**src/rtl/control_pipe.sv**
```systemverilog
// control_pipe: RV32I(+M) main decoder with ID/EX control register, E-stage branch resolution
// and multi-cycle MUL/DIV busy sequencing. Define MULDIV_EN to decode RV32M and build the busy FSM.
module control_pipe #(
    parameter int MUL_CYCLES = 2,
    parameter int DIV_CYCLES = 16
) (
    input  logic       clk,
    input  logic       rst,
    input  logic [6:0] op_d,
    input  logic [2:0] funct3_d,
    input  logic [6:0] funct7_d,
    input  logic       valid_d,
    input  logic       stall_d,
    input  logic       zero_e,
    input  logic       lt_e,
    input  logic       ltu_e,
    output logic [2:0] ImmSrc_d,
    output logic       RegWrite_e,
    output logic       MemWrite_e,
    output logic       ALUSrc_e,
    output logic [1:0] ResultSrc_e,
    output logic [4:0] ALUControl_e,
    output logic [1:0] AddrMode_e,
    output logic       LoadUns_e,
    output logic [1:0] PCSrc_e,
    output logic       Flush_fd,
    output logic       Stall_fde,
    output logic       Illegal_e
);

    localparam logic [6:0] OP_R      = 7'b0110011;
    localparam logic [6:0] OP_I      = 7'b0010011;
    localparam logic [6:0] OP_LOAD   = 7'b0000011;
    localparam logic [6:0] OP_STORE  = 7'b0100011;
    localparam logic [6:0] OP_BRANCH = 7'b1100011;
    localparam logic [6:0] OP_JAL    = 7'b1101111;
    localparam logic [6:0] OP_JALR   = 7'b1100111;
    localparam logic [6:0] OP_LUI    = 7'b0110111;
    localparam logic [6:0] OP_AUIPC  = 7'b0010111;

    localparam logic [4:0] ALU_ADD  = 5'b00000;
    localparam logic [4:0] ALU_SUB  = 5'b00001;
    localparam logic [4:0] ALU_AND  = 5'b00010;
    localparam logic [4:0] ALU_OR   = 5'b00011;
    localparam logic [4:0] ALU_XOR  = 5'b00100;
    localparam logic [4:0] ALU_SLL  = 5'b00101;
    localparam logic [4:0] ALU_SRA  = 5'b00110;
    localparam logic [4:0] ALU_SRL  = 5'b00111;
    localparam logic [4:0] ALU_SLT  = 5'b01000;
    localparam logic [4:0] ALU_SLTU = 5'b01001;

    typedef enum logic [1:0] {JMP_NONE, JMP_BRANCH, JMP_JAL, JMP_JALR} jump_t;

    typedef struct packed {
        logic       reg_write;
        logic       mem_write;
        logic       alu_src;
        logic [1:0] result_src;
        logic [4:0] alu_ctl;
        logic [1:0] addr_mode;
        logic       load_uns;
        jump_t      jump;
        logic [2:0] br_funct3;
        logic       illegal;
    } ctl_t;

    localparam ctl_t CTL_BUBBLE = '0;

    if (MUL_CYCLES < 1 || DIV_CYCLES < 1 || MUL_CYCLES > DIV_CYCLES) begin : g_bad_cfg
        $error("control_pipe: need 1 <= MUL_CYCLES <= DIV_CYCLES");
    end

    ctl_t       dec;
    ctl_t       ex;
    logic [4:0] base_alu;
    logic       taken;
    logic [1:0] pc_src;

`ifdef MULDIV_EN
    localparam int CNT_W = $clog2(DIV_CYCLES + 1);

    typedef enum logic {IDLE, BUSY} state_t;

    state_t           state;
    logic [CNT_W-1:0] cnt;
    logic [CNT_W-1:0] dec_cnt;
    logic             dec_mop;
    logic             dec_multi;
    logic             capture;
`endif

    // funct3 -> ALU op shared by R-type and I-type; funct7[5] picks SRA for both shift forms
    always_comb begin
        base_alu = ALU_ADD;
        case (funct3_d)
            3'b000:  base_alu = ALU_ADD;
            3'b001:  base_alu = ALU_SLL;
            3'b010:  base_alu = ALU_SLT;
            3'b011:  base_alu = ALU_SLTU;
            3'b100:  base_alu = ALU_XOR;
            3'b101:  base_alu = funct7_d[5] ? ALU_SRA : ALU_SRL;
            3'b110:  base_alu = ALU_OR;
            default: base_alu = ALU_AND;
        endcase
    end

    always_comb begin
        dec      = CTL_BUBBLE;
        ImmSrc_d = 3'b000;
`ifdef MULDIV_EN
        dec_mop  = 1'b0;
`endif
        case (op_d)
            OP_R: begin
                if (funct7_d == 7'b0000001) begin
`ifdef MULDIV_EN
                    dec.reg_write = 1'b1;
                    dec.alu_ctl   = {2'b10, funct3_d};
                    dec_mop       = 1'b1;
`else
                    dec.illegal   = 1'b1;
`endif
                end else begin
                    dec.reg_write = 1'b1;
                    dec.alu_ctl   = (funct3_d == 3'b000 && funct7_d[5]) ? ALU_SUB : base_alu;
                end
            end
            OP_I: begin
                dec.reg_write = 1'b1;
                dec.alu_src   = 1'b1;
                dec.alu_ctl   = base_alu;
            end
            OP_LOAD: begin
                dec.reg_write  = 1'b1;
                dec.alu_src    = 1'b1;
                dec.result_src = 2'b01;
                dec.addr_mode  = funct3_d[1:0];
                dec.load_uns   = funct3_d[2];
            end
            OP_STORE: begin
                ImmSrc_d      = 3'b001;
                dec.mem_write = 1'b1;
                dec.alu_src   = 1'b1;
                dec.addr_mode = funct3_d[1:0];
            end
            OP_BRANCH: begin
                ImmSrc_d      = 3'b010;
                dec.alu_ctl   = ALU_SUB;
                dec.jump      = JMP_BRANCH;
                dec.br_funct3 = funct3_d;
            end
            OP_JAL: begin
                ImmSrc_d       = 3'b100;
                dec.reg_write  = 1'b1;
                dec.result_src = 2'b10;
                dec.jump       = JMP_JAL;
            end
            OP_JALR: begin
                dec.reg_write  = 1'b1;
                dec.alu_src    = 1'b1;
                dec.result_src = 2'b10;
                dec.jump       = JMP_JALR;
            end
            OP_LUI: begin
                ImmSrc_d       = 3'b011;
                dec.reg_write  = 1'b1;
                dec.result_src = 2'b11;
            end
            OP_AUIPC: begin
                ImmSrc_d      = 3'b011;
                dec.reg_write = 1'b1;
                dec.alu_src   = 1'b1;
            end
            default: dec.illegal = 1'b1;
        endcase
    end

    // Branch condition from the registered funct3; unused branch funct3 codes never take
    always_comb begin
        taken = 1'b0;
        case (ex.br_funct3)
            3'b000:  taken = zero_e;
            3'b001:  taken = !zero_e;
            3'b100:  taken = lt_e;
            3'b101:  taken = !lt_e;
            3'b110:  taken = ltu_e;
            3'b111:  taken = !ltu_e;
            default: taken = 1'b0;
        endcase

        pc_src = 2'b00;
        if (Stall_fde) begin
            pc_src = 2'b11;
        end else begin
            case (ex.jump)
                JMP_BRANCH: pc_src = taken ? 2'b01 : 2'b00;
                JMP_JAL:    pc_src = 2'b01;
                JMP_JALR:   pc_src = 2'b10;
                default:    pc_src = 2'b00;
            endcase
        end
    end

    assign PCSrc_e  = pc_src;
    assign Flush_fd = (pc_src == 2'b01) || (pc_src == 2'b10);

`ifdef MULDIV_EN
    // DIV/REM have funct3[2] set; the counter must fit DIV_CYCLES, hence MUL_CYCLES <= DIV_CYCLES
    assign dec_multi = dec_mop && (funct3_d[2] ? (DIV_CYCLES > 1) : (MUL_CYCLES > 1));
    assign dec_cnt   = funct3_d[2] ? CNT_W'(DIV_CYCLES - 1) : CNT_W'(MUL_CYCLES - 1);
    assign capture   = !Flush_fd && !Stall_fde && !stall_d && valid_d;

    always_ff @(posedge clk) begin
        if (rst) begin
            state <= IDLE;
            cnt   <= '0;
        end else begin
            case (state)
                IDLE: begin
                    if (capture && dec_multi) begin
                        state <= BUSY;
                        cnt   <= dec_cnt;
                    end
                end
                default: begin
                    cnt <= cnt - CNT_W'(1);
                    if (cnt == CNT_W'(1)) begin
                        state <= IDLE;
                    end
                end
            endcase
        end
    end

    assign Stall_fde = (state == BUSY);
`else
    assign Stall_fde = 1'b0;
`endif

    // ID/EX control register; a multi-cycle M op enters with its write held off until the last cycle
    always_ff @(posedge clk) begin
        if (rst) begin
            ex <= CTL_BUBBLE;
        end else if (Flush_fd) begin
            ex <= CTL_BUBBLE;
        end else if (Stall_fde) begin
`ifdef MULDIV_EN
            if (cnt == CNT_W'(1)) begin
                ex.reg_write <= 1'b1;
            end
`endif
        end else if (stall_d || !valid_d) begin
            ex <= CTL_BUBBLE;
        end else begin
            ex <= dec;
`ifdef MULDIV_EN
            if (dec_multi) begin
                ex.reg_write <= 1'b0;
            end
`endif
        end
    end

    assign RegWrite_e   = ex.reg_write;
    assign MemWrite_e   = ex.mem_write;
    assign ALUSrc_e     = ex.alu_src;
    assign ResultSrc_e  = ex.result_src;
    assign ALUControl_e = ex.alu_ctl;
    assign AddrMode_e   = ex.addr_mode;
    assign LoadUns_e    = ex.load_uns;
    assign Illegal_e    = ex.illegal;

endmodule
```
**config.mk**
```make
export PLATFORM = sky130hd
export DESIGN_NAME = control_pipe
export DESIGN_NICKNAME = d
export VERILOG_FILES = /design/src/rtl/control_pipe.sv
export SDC_FILE = /design/constraint.sdc
export NUM_CORES = 1
export LEC_CHECK = 0
export CAP_MARGIN = 20
export CORE_MARGIN = 5
export CORE_UTILIZATION = 30
export DETAILED_ROUTE_END_ITERATION = 8
export DONT_BUFFER_PORTS = 1
export PLACE_DENSITY = 0.46
export SETUP_SLACK_MARGIN = 0.5
export SLEW_MARGIN = 15
export SYNTH_ARGS = -nofsm -noshare
export SYNTH_HDL_FRONTEND = slang
export SYNTH_SLANG_ARGS = --single-unit
```
**constraint.sdc**
```tcl
create_clock -name clk -period 1.6 [get_ports clk]
set_input_delay 0.08 -clock clk [delete_from_list [all_inputs] [get_ports clk]]
set_output_delay 0.08 -clock clk [all_outputs]
set_load 0.01 [all_outputs]
```
Yosys cells after proc, flatten, opt, wreduce, memory -nomap -nowiden
Index checks and enable logic that the tools add are counted.
{ "word_totals": {"word_cells": 75, "regBits": 19, "output_inout_bits": 21} }
{ "classes": {"reduce_logical": 19, "eq_ne": 26, "muxes": 17, "n_bitwise": 3} }
{ "op_table": {"columns": ["operator", "count"], "rows": [
  ["$pmux 4 s7", 1],
  ["$eq 3x3->1 const B", 7],
  ["$eq 7x6->1 const B", 3],
  ["$eq 7x7->1 const B", 3],
  ["$pmux 2 s3", 3],
  ["$pmux 5 s3", 1],
  ["$eq 7x5->1 const B", 2],
  ["$pmux 3 s4", 1],
  ["$reduce_or 4->1", 3],
  ["$mux 5", 2],
  ["$reduce_or 8->1", 1],
  ["$eq 7x1->1 const B", 1],
  ["$eq 7x2->1 const B", 1],
  ["$eq 2x2->1 const B", 3],
  ["$eq 3x1->1 const B", 2],
  ["$eq 3x2->1 const B", 2],
  ["$logic_not 3->1", 2],
  ["$mux 1", 6],
  ["$pmux 1 s6", 1],
  ["$reduce_or 2->1", 3],
  ["$reduce_or 6->1", 1],
  ["$reduce_or 5->1", 1],
  ["$eq 2x1->1 const B", 2],
  ["$logic_not 1->1", 4],
  ["other kinds (5)", 9]
]} }

Depth between registers and ports, before layout
{ "depth": {"ltp_word": 7, "ltp_mapped": 5, "ltp_nobuf": 4} }

Worst setup path before layout
Ideal clock, no wire load.
{ "synth_timing": {"path_type": "flip-flop to flip-flop", "from": "reg ex[5] (netlist name)", "to": "reg ex[2] (netlist name)", "arrival_ns": 1.386, "period_less_slack_ns": 1.474, "required_time_ns": 1.512, "setup_ns": 0.088, "stages_incl_launch_ff": 5, "slack_ns": 0.126, "path_buffers": 1, "path_cell_list": "dfxtp_1 or4b_4 a31o_4 buf_6 nor4_4"} }
{ "synth_via": {"elab_chain_len": 5, "elab_cells_between_ends": 8, "classes_between": "eq/ne: 5; mux: 1; reduce/logical: 2"} }
{ "synth_lines": {"columns": ["element", "line_no", "source"], "rows": [
  ["start: declaration", "74", "ctl_t ex;"],
  ["start signal: assignment", "243", "ex <= CTL_BUBBLE;"],
  ["start signal: assignment", "245", "ex <= CTL_BUBBLE;"],
  ["start signal: assignment", "253", "ex <= CTL_BUBBLE;"],
  ["$eq 2x2->1 / $eq 2x1->1 (equally long branches)", "195", "case (ex.jump)"],
  ["$pmux 2 s3 *", "195", null],
  ["$eq 2x1->1 / $eq 2x2->1 (equally long branches)", "205", "assign Flush_fd = (pc_src == 2'b01) || (pc_src == 2'b10);"],
  ["$logic_or 1x1->1 *", "205", null],
  ["$reduce_or 4->1 (no source line) *", null, null]
]} }
Mark *: on every way between the ends. The rest lies on a longest branch, timed or not.
A chain may end at the register's enable or synchronous reset.

Worst setup path in the final report
{ "layout_timing": {"from": "reg ex[1] (netlist name)", "to": "out PCSrc_e[0]"} }
{ "layout_via": {"elab_chain_len": 4, "elab_cells_between_ends": 9, "classes_between": "eq/ne: 5; mux: 3; reduce/logical: 1"} }
{ "layout_lines": {"columns": ["element", "line_no", "source"], "rows": [
  ["$eq 3x3->1 (tied with other cells)", "181", "case (ex.br_funct3)"],
  ["$pmux 1 s6 *", "181", null],
  ["$mux 1 *", "196", "JMP_BRANCH: pc_src = taken ? 2'b01 : 2'b00;"],
  ["$pmux 2 s3 *", "195", null],
  ["end: declaration", "25", "output logic [1:0] PCSrc_e,"]
]} }
Marks and branches as above.

==> impl_metrics.env <==
export IMPL_rsz0062_at_grt="true"
export IMPL_routed_via_count=863
export IMPL_pre_cts_slack_ps=108
export IMPL_synth_distinct_cells=43
export IMPL_crit_path_max_incr_delay_ps=390
export IMPL_slew_violations=0
export IMPL_finalCritPeriodShare=0.948
export IMPL_h_tree_depth=1
export IMPL_crit_path_end="PCSrc_e[0]"
export IMPL_required_ps=1520
export IMPL_grt_max_degree=15
export IMPL_synthToLayoutAreaGrowth_pct=19.4
export IMPL_switching_share=0.249
export IMPL_clockRootBuffer="clkbuf_4"
export IMPL_io_buffers=0
export IMPL_drive_gt1_frac=0.276
export IMPL_drt_iter0_markers=32
export IMPL_wirelength_met1_um=1160
export IMPL_layout_commonest_cell="dfxtp_1"
export IMPL_gp_congestion=0.803
export IMPL_period_needed_ps=1520
export IMPL_ant_nets=0
export IMPL_cp_num_buf_inv=0
export IMPL_cp_start_kind="register"
export IMPL_power_uw=852
export IMPL_yosys_area_top_type_share=0.350
export IMPL_diodes=0
export IMPL_violations="negative hold slack"
export IMPL_p_int_uw=640
export IMPL_clock_path_buffers=2
export IMPL_worstSetupPathType="reg -> out"
export IMPL_status="finished, violations left"
export IMPL_cp_max_fo=4
export IMPL_ys_seq_area_frac=0.350
export IMPL_dp_cells=152
export IMPL_p_leak_nw=0.416
export IMPL_fp_dieW_um=68.6
export IMPL_synthCells=118
export IMPL_nFillCells=355
export IMPL_clk_latency_ps=300
export IMPL_syn_cell_area_um2=1030
export IMPL_grtUsageTotal=0.118
export IMPL_whs_ps=-18.1
export IMPL_boundaryPins=45
export IMPL_power_density_nw_per_um2=692
export IMPL_setup_ws_ps=82.8
export IMPL_end_kind="output port"
export IMPL_power_frac_seq=0.527
export IMPL_yosysWarnings=0
export IMPL_worstReg2RegStart="ex[5]$_SDFF_PP0_"
export IMPL_synthTopCellsByArea="dfxtp_1 (35%), buf_4 (7.3%), nor2_1 (4.4%)"
export IMPL_min_delay_path_class="in -> reg"
export IMPL_coreArea_um2=3340
export IMPL_arrival_ps=1440
export IMPL_finalHoldViolCount=1
export IMPL_combinationalPowerShare=0.123
export IMPL_path_depth=4
export IMPL_pwr_share_clk=0.350
export IMPL_critPathLaunch="ex[1]$_SDFF_PP0_"
export IMPL_fin_setup_tns_ps=0
export IMPL_cp_slowest_cell="dfxtp_4"
export IMPL_reg2reg_depth=3
export IMPL_totalWireLength_um=2650
export IMPL_grt_pass1_wl_um=4060
export IMPL_start_util=0.309
export IMPL_drc=0
export IMPL_fp_dieH_um=68.6
export IMPL_maxCapViolCount=0
export IMPL_synth_edf_count=0
export IMPL_met3_length_um=196
export IMPL_synth_ff_type="dfxtp_1"
export IMPL_wl_met2_um=1260
export IMPL_cp_cell_sequence="o21ba_4 -> a31o_4 -> a31o_4 -> nor2b_4"
export IMPL_worstMarginPinSlew_ps=505
export IMPL_synth_top_area_cell="dfxtp_1"
export IMPL_clkSinkCount=18
export IMPL_setup_viol_count_final=0
export IMPL_top_layer_used="met4"
export IMPL_syn_area_per_cell_um2=8.74
export IMPL_clkTransAtPathRegs_ps=110
export IMPL_fin_skew_ps=1.83
export IMPL_path_delay_family="compound AO/OA/AOI/OAI gates"
export IMPL_fmax_mhz=659
export IMPL_hp_start="rst"
export IMPL_r2r_end="ALUControl_e[2]$_SDFF_PP0_"
export IMPL_ir_worst_vdd_mv=0.261
export IMPL_dp_hpwl_um=1930
export IMPL_grt_ovfl_total=0
export IMPL_numCtsBuffers=3
export IMPL_nets=148
export IMPL_grt_pass1_vias=868
export IMPL_rows=21
export IMPL_dieArea_um2=4710
export IMPL_ys_seq_elements=18
export IMPL_cts_tree="built"
export IMPL_finalNonFillerCells=169
export IMPL_via_per_inst=5.11
export IMPL_power_switching_uw=212
export IMPL_max_slew_margin_rel=0.660
export IMPL_final_cell_mix="dfxtp_1 (13), nor2_1 (11), dlygate4sd3_1 (10)"
export IMPL_synth_async_reset_ratio=0
export IMPL_antenna_found_initial=0
export IMPL_r2r_slack_ps=110
export IMPL_wire_per_inst_um=15.7
export IMPL_drt_first_pass_iters=4
export IMPL_crit_path_frequent_cell="a31o_4"
-- what timing repair did --
action	in CTS	in global routing
setup buffers	2	1
hold buffers	9	1
endpoints found under the hold margin	14	2
endpoints found under the setup margin	20	22
pin swaps	3	4
gates resized for setup	8	9
-- logic make-up (layout without fill, tap and decap cells) --
family          after synthesis  count (layout)  synth area share
other cells                   1               2           0.00364
xor+xnor                      1               1           0.00850
compound gates               23              23             0.153
buf+inv                      17              21             0.113
mux                           1               1           0.00971
flops                        18              18             0.350
simple gates                 57              57             0.363
-- synthesized netlist by cell type (3+ instances only) --
cell type,count
nand3b_1,3
inv_1,3
o21ai_0,6
buf_4,10
a21oi_1,7
dfxtp_1,18
nor2_1,12
nand2_1,5
nor4_1,4
nand3_1,3
nor3_1,3
nor2b_1,5
-- routing by layer --
| metal | vias to the layer above | global-route usage |
|---|---|---|
| li1 | 423 | - |
| met2 | 37 | 0.188 |
| met1 | 399 | 0.149 |
| met3 | 4 | 0.0340 |
| met5 | - | 0 |
| met4 | 0 | 0.0447 |
-- power by group through the flow --
| stage | clock network, mW | registers, mW | logic [mW] |
|---|---|---|---|
| after CTS | 0.302 | 0.451 | 0.0993 |
| after global placement | 0 | 0.461 | 0.0711 |
| final | 0.298 | 0.450 | 0.105 |
| after floorplan | 0 | 0.461 | 0.0757 |
| after global routing | 0.324 | 0.450 | 0.114 |
| after detailed placement | 0 | 0.462 | 0.0711 |
-- sequential cells by signal, indices dropped and copies added (netlist names) --
name          flops
RegWrite_e        1
ALUSrc_e          1
Illegal_e         1
ResultSrc_e       2
AddrMode_e        2
ALUControl_e      4
ex                5
LoadUns_e         1
MemWrite_e        1
-- how the worst min path moves through the flow --
| stage | end | slack (ps) | cells past startpoint |
|---|---|---|---|
| floorplan | ALUControl_e[3]$_SDFF_PP0_ | 160 | 1 |
| global placement | AddrMode_e[1]$_SDFF_PP0_ | 160 | 1 |
| detailed placement | ALUControl_e[2]$_SDFF_PP0_ | 160 | 1 |
| CTS | ALUControl_e[0]$_SDFF_PP0_ | -20 | 2 |
| global route | ALUControl_e[0]$_SDFF_PP0_ | -20 | 2 |
| finish | ALUControl_e[0]$_SDFF_PP0_ | -20 | 2 |
-- worst register-to-register path: stages (launching register included) --
cell and delay (ps):
dfxtp_2 350, or4b_4 510, a31o_4 300, nor4_2 260
-- layout make-up --
type	count	area [um^2]	share of cell area
Clock buffer	4	36.3	0.0295
Tap cell	46	57.6	0.0467
Sequential cell	18	369	0.300
Multi-Input combinational cell	84	627	0.509
Timing Repair Buffer	14	130	0.106
Inverter	3	11.3	0.00915
-- per-stage QoR --
| step | hold WS (ps) | cell area [um^2] | util |
|---|---|---|---|
| 6_report | -18.1 | 1230 | 0.369 |
| 2_1_floorplan | 158 | 1040 | - |
| 3_5_place_dp | 161 | 1000 | 0.300 |
| 5_1_grt | -21.2 | 1230 | 0.369 |
| 3_3_place_gp | 161 | 1000 | 0.300 |
| 4_1_cts | -21.3 | 1180 | 0.354 |
(Power assumes the default switching activity.)
